--- config.mk ---
export PLATFORM = sky130hd
export DESIGN_NAME = grid_scan_flat
export DESIGN_NICKNAME = d
export VERILOG_FILES = /design/src/rtl/grid_pkg.sv /design/src/rtl/grid_scan_if.sv /design/src/rtl/grid_frame_buf.sv /design/src/rtl/grid_scan.sv /design/src/flat_wrapper.sv
export SDC_FILE = /design/constraint.sdc
export NUM_CORES = 1
export LEC_CHECK = 0
export CORE_ASPECT_RATIO = 0.6
export CORE_MARGIN = 10
export CORE_UTILIZATION = 30
export DETAILED_ROUTE_END_ITERATION = 12
export DONT_BUFFER_PORTS = 1
export GPL_TIMING_DRIVEN = 0
export PLACE_DENSITY = 0.41
export SLEW_MARGIN = 25
export SYNTH_ARGS = -nofsm -noshare
export SYNTH_HDL_FRONTEND = slang
export SYNTH_SLANG_ARGS = --single-unit
--- constraint.sdc ---
create_clock -name clk -period 2.9 [get_ports clk]
set_clock_uncertainty 0.2 [all_clocks]
set_input_delay 0.29 -clock clk [delete_from_list [all_inputs] [get_ports clk]]
set_output_delay 0.29 -clock clk [all_outputs]
set_load 0.03 [all_outputs]
--- src/rtl/grid_pkg.sv ---
// rtl/grid_pkg.sv - shared constants, types and row helpers for the LED grid scanner
package grid_pkg;

  localparam int ROWS  = 16;
  localparam int COLS  = 16;
  localparam int ROW_W = $clog2(ROWS);

  typedef enum logic [1:0] {IDLE, BLANK, DRIVE} scan_state_t;

  typedef logic [ROWS*COLS-1:0] grid_t;

  // Row 0 is the MSB slice of a generation; bit COLS-1 of a row is the leftmost column.
  function automatic logic [COLS-1:0] row_slice(input grid_t g, input logic [ROW_W-1:0] r);
    return g[(ROWS-1-int'(r))*COLS +: COLS];
  endfunction

  function automatic logic [ROWS-1:0] row_onehot(input logic [ROW_W-1:0] r);
    return ROWS'(1) << r;
  endfunction

endpackage

--- src/rtl/grid_scan_if.sv ---
// rtl/grid_scan_if.sv - generation handoff from the life-grid generator
interface grid_scan_if;
  import grid_pkg::*;

  grid_t grid_in;
  logic  grid_valid;
  logic  grid_ready;

  modport master (output grid_in, output grid_valid, input grid_ready);
  modport slave  (input grid_in, input grid_valid, output grid_ready);

endinterface

--- src/rtl/grid_frame_buf.sv ---
// rtl/grid_frame_buf.sv - pending/display double buffer with generation counter
module grid_frame_buf
  import grid_pkg::*;
#(
  parameter logic [15:0] GEN_MAX = 16'hFFFF
) (
  input  logic        clk,
  input  logic        reset,
  grid_scan_if.slave  gif,
  input  logic        swap_ok,
  output grid_t       display,
  output logic [15:0] gen_count
);

  grid_t pending;
  logic  pending_full;
  logic  swap;
  logic  load;

  // A swap needs a whole generation waiting; a load needs the pending slot free.
  assign swap           = swap_ok && pending_full;
  assign load           = gif.grid_valid && !pending_full;
  assign gif.grid_ready = !pending_full;

  // Swap is applied before load so a refill never overwrites the generation being shown next.
  always_ff @(posedge clk or negedge reset) begin
    if (!reset) begin
      pending      <= '0;
      display      <= '0;
      pending_full <= 1'b0;
      gen_count    <= '0;
    end else begin
      if (swap) begin
        display   <= pending;
        gen_count <= (gen_count == GEN_MAX) ? 16'd0 : gen_count + 16'd1;
      end
      if (load) begin
        pending      <= gif.grid_in;
        pending_full <= 1'b1;
      end else if (swap) begin
        pending_full <= 1'b0;
      end
    end
  end

endmodule

--- src/rtl/grid_scan.sv ---
// rtl/grid_scan.sv - row-scanned 16x16 LED matrix driver with tear-free frame swap
module grid_scan
  import grid_pkg::*;
#(
  parameter int          DWELL   = 1000,
  parameter int          BLANK   = 2,
  parameter logic [15:0] GEN_MAX = 16'hFFFF
) (
  input  logic            clk,
  input  logic            reset,
  grid_scan_if.slave      gif,
  input  logic            enable,
  output logic [ROWS-1:0] row_sel,
  output logic [COLS-1:0] col_data,
  output logic            frame_done,
  output logic [15:0]     gen_count
);

  localparam int CNT_MAX = (DWELL > BLANK) ? DWELL : BLANK;
  localparam int CNT_W   = $clog2(CNT_MAX + 1);
  localparam logic [CNT_W-1:0] BLANK_LAST = CNT_W'(BLANK - 1);
  localparam logic [CNT_W-1:0] DWELL_LAST = CNT_W'(DWELL - 1);
  localparam logic [ROW_W-1:0] ROW_LAST   = ROW_W'(ROWS - 1);

  scan_state_t      state, state_n;
  logic [CNT_W-1:0] cnt, cnt_n;
  logic [ROW_W-1:0] row, row_n;
  logic             frame_end;
  logic             swap_ok;
  grid_t            display;

  grid_frame_buf #(.GEN_MAX(GEN_MAX)) u_buf (
    .clk       (clk),
    .reset     (reset),
    .gif       (gif),
    .swap_ok   (swap_ok),
    .display   (display),
    .gen_count (gen_count)
  );

  // State, phase counter and row index registers
  always_ff @(posedge clk or negedge reset) begin
    if (!reset) begin
      state <= grid_pkg::IDLE;
      cnt   <= '0;
      row   <= '0;
    end else begin
      state <= state_n;
      cnt   <= cnt_n;
      row   <= row_n;
    end
  end

  // Scan sequencing; enable is only looked at in IDLE and at the end of a whole frame
  always_comb begin
    state_n   = state;
    cnt_n     = cnt;
    row_n     = row;
    frame_end = 1'b0;
    swap_ok   = 1'b0;
    unique case (state)
      grid_pkg::IDLE: begin
        swap_ok = 1'b1;
        cnt_n   = '0;
        row_n   = '0;
        if (enable) state_n = grid_pkg::BLANK;
      end
      grid_pkg::BLANK: begin
        if (cnt == BLANK_LAST) begin
          cnt_n   = '0;
          state_n = grid_pkg::DRIVE;
        end else begin
          cnt_n = cnt + CNT_W'(1);
        end
      end
      grid_pkg::DRIVE: begin
        if (cnt == DWELL_LAST) begin
          cnt_n = '0;
          if (row != ROW_LAST) begin
            row_n   = row + ROW_W'(1);
            state_n = grid_pkg::BLANK;
          end else begin
            frame_end = 1'b1;
            swap_ok   = 1'b1;
            row_n     = '0;
            state_n   = enable ? grid_pkg::BLANK : grid_pkg::IDLE;
          end
        end else begin
          cnt_n = cnt + CNT_W'(1);
        end
      end
      default: state_n = grid_pkg::IDLE;
    endcase
  end

  // Pin registers: row and column drive update on the same edge, dark outside DRIVE
  always_ff @(posedge clk or negedge reset) begin
    if (!reset) begin
      row_sel    <= '0;
      col_data   <= '0;
      frame_done <= 1'b0;
    end else begin
      frame_done <= frame_end;
      if (state == grid_pkg::DRIVE) begin
        row_sel  <= row_onehot(row);
        col_data <= row_slice(display, row);
      end else begin
        row_sel  <= '0;
        col_data <= '0;
      end
    end
  end

endmodule

--- src/flat_wrapper.sv ---
// flat-port wrapper written by rule: the top's interface ports become plain ports
module grid_scan_flat import grid_pkg::*;
#(
  parameter int          DWELL   = 1000,
  parameter int          BLANK   = 2,
  parameter logic [15:0] GEN_MAX = 16'hFFFF
)
  (clk, reset, enable, row_sel, col_data, frame_done, gen_count, gif_grid_in, gif_grid_valid, gif_grid_ready);
  grid_scan_if gif_i ();
  input  logic clk;
  input  logic reset;
  input  logic enable;
  output logic [ROWS-1:0] row_sel;
  output logic [COLS-1:0] col_data;
  output logic frame_done;
  output logic [15:0] gen_count;
  input wire logic [$bits(gif_i.grid_in)-1:0] gif_grid_in;
  input wire logic [$bits(gif_i.grid_valid)-1:0] gif_grid_valid;
  output wire logic [$bits(gif_i.grid_ready)-1:0] gif_grid_ready;
  assign gif_i.grid_in = gif_grid_in;
  assign gif_i.grid_valid = gif_grid_valid;
  assign gif_grid_ready = gif_i.grid_ready;
  grid_scan #(.DWELL(DWELL), .BLANK(BLANK), .GEN_MAX(GEN_MAX)) u_core (.clk(clk), .reset(reset), .gif(gif_i), .enable(enable), .row_sel(row_sel), .col_data(col_data), .frame_done(frame_done), .gen_count(gen_count));
endmodule
# Word-level counts from Yosys, hierarchy flattened
# Cells that the tools add are included.
[totals]
regBits = 578
input_bits = 260
out_inout_bits = 50
word_cells = 55
[classes]
n_addsub = 4
eq_ne = 9
shifts = 2
mux = 21
reduce_logical = 9
[op_table]
columns = ["operator", "count"]
rows = [
  ["variable part select 256 x 32 -> 16 bit", 1],
  ["2-to-1 mux 16 bit", 3],
  ["one-hot mux 10 bit (3 select lines)", 1],
  ["2-to-1 mux 10 bit", 2],
  ["adder 16 x 1 -> 16 bit (second input constant)", 1],
  ["== test 16 bit (second input constant)", 1],
  ["left shift 1 x 4 -> 16 bit (first input constant)", 1],
  ["adder 10 x 1 -> 10 bit (second input constant)", 1],
  ["== test 10 x 1 -> 1 bit (second input constant)", 1],
  ["== test 10 bit (second input constant)", 1],
  ["2-to-1 mux 2 bit", 4],
  ["2-to-1 mux 4 bit", 2],
  ["one-hot mux 4 bit (2 select lines)", 1],
  ["2-to-1 mux 1 bit", 6],
  ["one-hot mux 2 bit (3 select lines)", 1],
  ["subtractor 4 x 4 -> 5 bit (first input constant)", 1],
  ["adder 4 x 1 -> 4 bit (second input constant)", 1],
  ["inequality test 2 x 1 -> 1 bit (second input constant)", 2],
  ["inequality test 4 bit (second input constant)", 1],
  ["nonzero test 2 bit", 2],
  ["AND reduction 3 bit", 1],
  ["nonzero test 3 bit", 1],
  ["== test 2 x 1 -> 1 bit (second input constant)", 1],
  ["== test 2 bit (second input constant)", 1],
  ["6 further kinds", 7],
]

# Depth between registers and ports, before layout
[depth]
depth_word = 7
mapped_depth = 9
mapped_depth_nobuf = 7

# By module
# From an unflattened synthesis, not the netlist that was laid out.
[hier_totals]
hier_cells = 2007
area_unflattened_um2 = 24873.9
[by_module_without_submodules]
columns = ["module", "n_inst", "cells_each", "area_each_um2", "seq_area_each_um2"]
rows = [
  ["grid_frame_buf", 1, 1703, 20863.8, 13237.7],
  ["grid_scan", 1, 304, 4010.1, 1226.2],
]

# Worst setup path before layout
# Ideal clock, no wire load.
[synth_timing]
kind = "reg-to-reg"
from = "register u_core.cnt[0]"
to = "register u_core.state[1]"
setup_ns = 0.125
t_arrival_ns = 1.967
required_ns = 2.575
path_slack_ns = 0.608
path_stages_with_launch = 7
path_buffers = 1
period_less_slack_ns = 2.292
path_cell_list = "dfrtp_1 -> ha_1 -> nand2_1 -> or4b_4 -> buf_6 -> a221o_1 -> mux2_4"
[synth_via]
elab_chain_cells = 3
word_cells_on_any_way = 5
classes_between = "eq/ne: 4; reduce/logical: 1"
[synth_lines]
columns = ["element", "line_no", "source"]
rows = [
  ["from (decl)", "grid_scan.sv:26", "logic [CNT_W-1:0] cnt, cnt_n;"],
  ["from (signal assigned)", "grid_scan.sv:49", "cnt <= cnt_n;"],
  ["== test 10 bit or == test 10 x 1 -> 1 bit (tied branches)", "grid_scan.sv:77, grid_scan.sv:69", ""],
  ["inequality test 2 x 1 -> 1 bit (no source line)", "-", ""],
  ["AND reduction 3 bit (no source line) (*)", "-", ""],
  ["to (signal assigned)", "grid_scan.sv:44", "state <= grid_pkg::IDLE;"],
  ["to (signal assigned)", "grid_scan.sv:48", "state <= state_n;"],
  ["to (decl)", "grid_scan.sv:25", "scan_state_t state, state_n;"],
]
# Mark *: on every way between the ends. The rest lies on a longest branch, timed or not.
# A chain may end at the register's enable or synchronous reset.

# Worst setup path after layout
[layout_timing]
from = "register u_core.row[2]"
to = "register u_core.col_data[2]"
[layout_via]
elab_chain_cells = 3
[layout_lines]
columns = ["element", "line_no", "source"]
rows = [
  ["from (decl)", "grid_scan.sv:27", "logic [ROW_W-1:0] row, row_n;"],
  ["from (signal assigned)", "grid_scan.sv:50", "row <= row_n;"],
  ["subtractor 4 x 4 -> 5 bit", "grid_pkg.sv:14", "return g[(ROWS-1-int'(r))*COLS +: COLS];"],
  ["variable part select 256 x 32 -> 16 bit", "grid_pkg.sv:14", ""],
  ["2-to-1 mux 16 bit", "grid_scan.sv:104", "if (state == grid_pkg::DRIVE) begin"],
  ["to (signal assigned)", "grid_scan.sv:106", "col_data <= row_slice(display, row);"],
  ["to (decl)", "grid_scan.sv:14", "output logic [COLS-1:0] col_data,"],
]
# No other way between the ends.

==> flow_summary.yaml <==
sta:
  setup_tns_ps: -130
  fin_ws_ps: -104
  tightest_slew_ps: 923
  whs_ps: -94.5
  layout_min_cycle_time_ps: 3000
  max_freq_ghz: 0.333
  setup_viol: 2
  slew_violations: 0
  hold_viol: 136
  post-route-period-util_pct: 104
  max_slew_margin_pct: 38.5
  rsz0062_at_grt: "yes"
outcome:
  violations: "hold timing, setup timing"
  outcome: "complete, but fails checks"
setup_path:
  crit_start: "u_core.row[2]"
  critPathLaunchType: "register"
  reg2reg_slack_ps: -100
  cp_cell_sequence: "clkbuf_2 > clkbuf_1 > mux4_2 > mux2i_1 > o22ai_1"
  crit_buf_inv: 2
  r2r_cells: 5
  critical_path_required_ps: 3120
  crit_family: "buffers and inverters"
  critPathKind: "register to register"
  r2r_end: "u_core.col_data[2]"
  crit_fanout: 10
  r2r_start: "u_core.row[2]"
  critPathCapture: "u_core.col_data[2]"
  endpoint_kind: "register"
  path_depth: 5
  cpPeakStageDelay_ps: 740
  crit_slowest_cell: "clkbuf_1"
  arrival_ps: 3220
place:
  detailedPlacementHpwl_mm: 62.0
  portBuffers: 0
  gp_congestion: 0.827
detailed_routing:
  wl_per_cell_um: 24.0
  drtIter0Drc: 1167
  vias: 16400
  first_pass_iters: 5
  final_antenna_net_count: 0
  via_per_inst: 4.75
  post-route-drc-count: 0
  wl_mm: 83.0
floorplan:
  die_width_um: 383
  start_util_pct: 30.5
  coreArea_mm2: 0.0780
  die_h_um: 238
  dieArea_mm2: 0.0912
  io_pins: 310
  fp-row-count: 79
clock_network:
  postCtsSetupRepairBufs: 0
  worstSkewPairLatency_ps: 640
  clockRootBuffer: "clkbuf_16"
  cts_tree: "built"
  htree_levels: 2
  cts_sinks: 578
  path_clk_slew_ps: 60
  cts_buffer_depth: 3
  cts-buffers-inserted: 58
global_routing:
  grt_remaining_overflow: 0
  grt_usage_pct: 18.0
  grt_max_degree: 579
  first_global_vias: 17600
  grt_pass1_wl_mm: 121
  antenna_found_initial: 23
finish:
  drive_gt1_share_pct: 21.7
  postLayoutCoreUtil_pct: 38.4
  area_growth_syn_to_layout_pct: 26.0
  nets: 2627
min_path:
  hp-class: "input port to asynchronous set/reset pin"
synth:
  syn_area_mm2: 0.0237
  synthDistinctLibCells: 46
  ys.flop_type: "dfrtp_1"
  synth-seq-cells: 578
  syn_nets: 2298
  synth_area_per_cell_um2: 11.7
  syn_inst: 2024
  synth_warnings: 0
  synthArstFlopShare_pct: 100
  synth_edf_count: 0
  ys_seq_area_share_pct: 60.9
pwr:
  p_leak_uw: 0.0139
  ir_drop_uv: 455
  p_per_area_mw_per_mm2: 1070
job:
  max_cap_violations: 0
[through the flow]
stage | power (uW) | instance area [um^2] | worst slack (ps) | std cells
after floorplan | 19800 | 23700 | 608 | 2024
after global placement | 23600 | 25100 | -813 | 3077
after detailed placement | 23900 | 25100 | -910 | 3077
after CTS | 32000 | 29600 | 3.61 | 3438
after global routing | 34100 | 29900 | -70.0 | 3455
final | 31900 | 29900 | -104 | 3457
[cell type report]
class                   instances  area [um^2]
diodes                          7         17.5
well taps                    1053         1320
clock inverters                15          134
flip-flops and latches        578        14500
inverters                      14         52.6
fillers                      7615        48100
plain buffers                 115          576
repair buffers                269         2830
multi-input cells            1317         8810
clock buffers                  89         1730
[report_power, final]
part / switching (uW) / total, uW / internal, uW
registers: 2920 / 14700 / 11800
logic: 5470 / 9640 / 4170
clock network: 3370 / 7550 / 4180
[metal layers]
metal	vias to the layer above	track usage [%]	share of wire, %
li1	7428	-	-
met1	8506	27.6	51
met2	392	24.7	40
met3	100	5.10	7.3
met4	10	3.32	1.5
met5	-	0	0.061
[what timing repair did]
| action | in CTS | in global routing |
|---|---|---|
| setup endpoints to repair | 510 | 215 |
| resized for setup | 65 | 48 |
| cloned | 0 | 0 |
| pin swaps | 0 | 0 |
| hold endpoints to repair | 836 | 158 |
| hold buffers | 257 | 8 |
[cells in the mapped netlist, types with 2 or more instances]
cell type | number | area, um^2
xnor2_1 | 9 | 78.8
nand2_1 | 793 | 2980
a32o_1 | 2 | 20.0
nand3_1 | 13 | 65.1
ha_1 | 14 | 175
nand4_1 | 8 | 50.1
inv_1 | 12 | 45.0
nor2_1 | 18 | 67.6
mux4_2 | 64 | 1440
and2_1 | 4 | 25.0
a21oi_1 | 10 | 50.1
o21ai_1 | 12 | 60.1
nor2b_1 | 2 | 12.5
or3_1 | 2 | 12.5
mux2i_1 | 33 | 330
o31ai_1 | 3 | 22.5
nor4_1 | 5 | 31.3
buf_1 | 12 | 45.0
o21ai_0 | 6 | 30.0
buf_2 | 10 | 50.1
nor3_1 | 9 | 45.0
dfrtp_1 | 578 | 14500
nand2b_1 | 2 | 12.5
and3_1 | 15 | 93.8
mux2_2 | 256 | 2880
xor2_1 | 4 | 35.0
clkbuf_1 | 92 | 345
o22ai_1 | 17 | 106
or2_2 | 2 | 12.5
[worst min-delay path by stage]
| stage | start | to | slack (ps) | depth (start not counted) |
|---|---|---|---|---|
| global route | reset | u_core.u_buf.pending[223] | -40 | 6 |
| CTS | reset | u_core.u_buf.gen_count[2] | -890 | 0 |
| floorplan | reset | u_core.cnt[0] | -210 | 0 |
| global placement | reset | u_core.u_buf.gen_count[13] | -180 | 0 |
| detailed placement | reset | u_core.u_buf.gen_count[14] | -180 | 0 |
| finish | reset | u_core.u_buf.display[218] | -90 | 6 |
[worst min-delay path, delay by kind of cell]
kind	cells	cell delay (ps)
buffers and inverters	6	940
[placed cells by master, fill, tap and decap left out, drive strengths merged, types with 10 or more instances in the layout]
cell type / n
ha: 14
a21oi: 10
nor2: 19
clkbuf: 183
mux2: 257
nand2: 793
o22ai: 17
dlygate4sd3: 258
and3: 15
dfrtp: 578
mux2i: 33
o21ai: 18
nand3: 13
inv: 15
mux4: 64
clkinv: 10
buf: 32
[cells by family (layout without fill, tap and decap cells)]
family	count (synthesis)	count (layout)	synth area share [%]
other	0	7	0
adder cells (fa/ha/maj)	14	14	0.738
AND/OR/NAND/NOR	880	880	14.7
multiplexers	354	354	19.7
XOR/XNOR	13	13	0.479
buffers and inverters	129	502	2.12
AO/OA/AOI/OAI	56	56	1.42
flip-flops	578	578	60.9
[registers in the layout, summed over array words and instances (netlist names)]
register / count
u_core.row_sel: 16
u_core.frame_done: 1
u_core.cnt: 10
u_core.u_buf.gen_count: 16
u_core.u_buf.pending_full: 1
u_core.u_buf.pending: 256
u_core.row: 4
u_core.u_buf.display: 256
u_core.col_data: 16
u_core.state: 2
No activity file was read; power rests on OpenSTA's default activity.
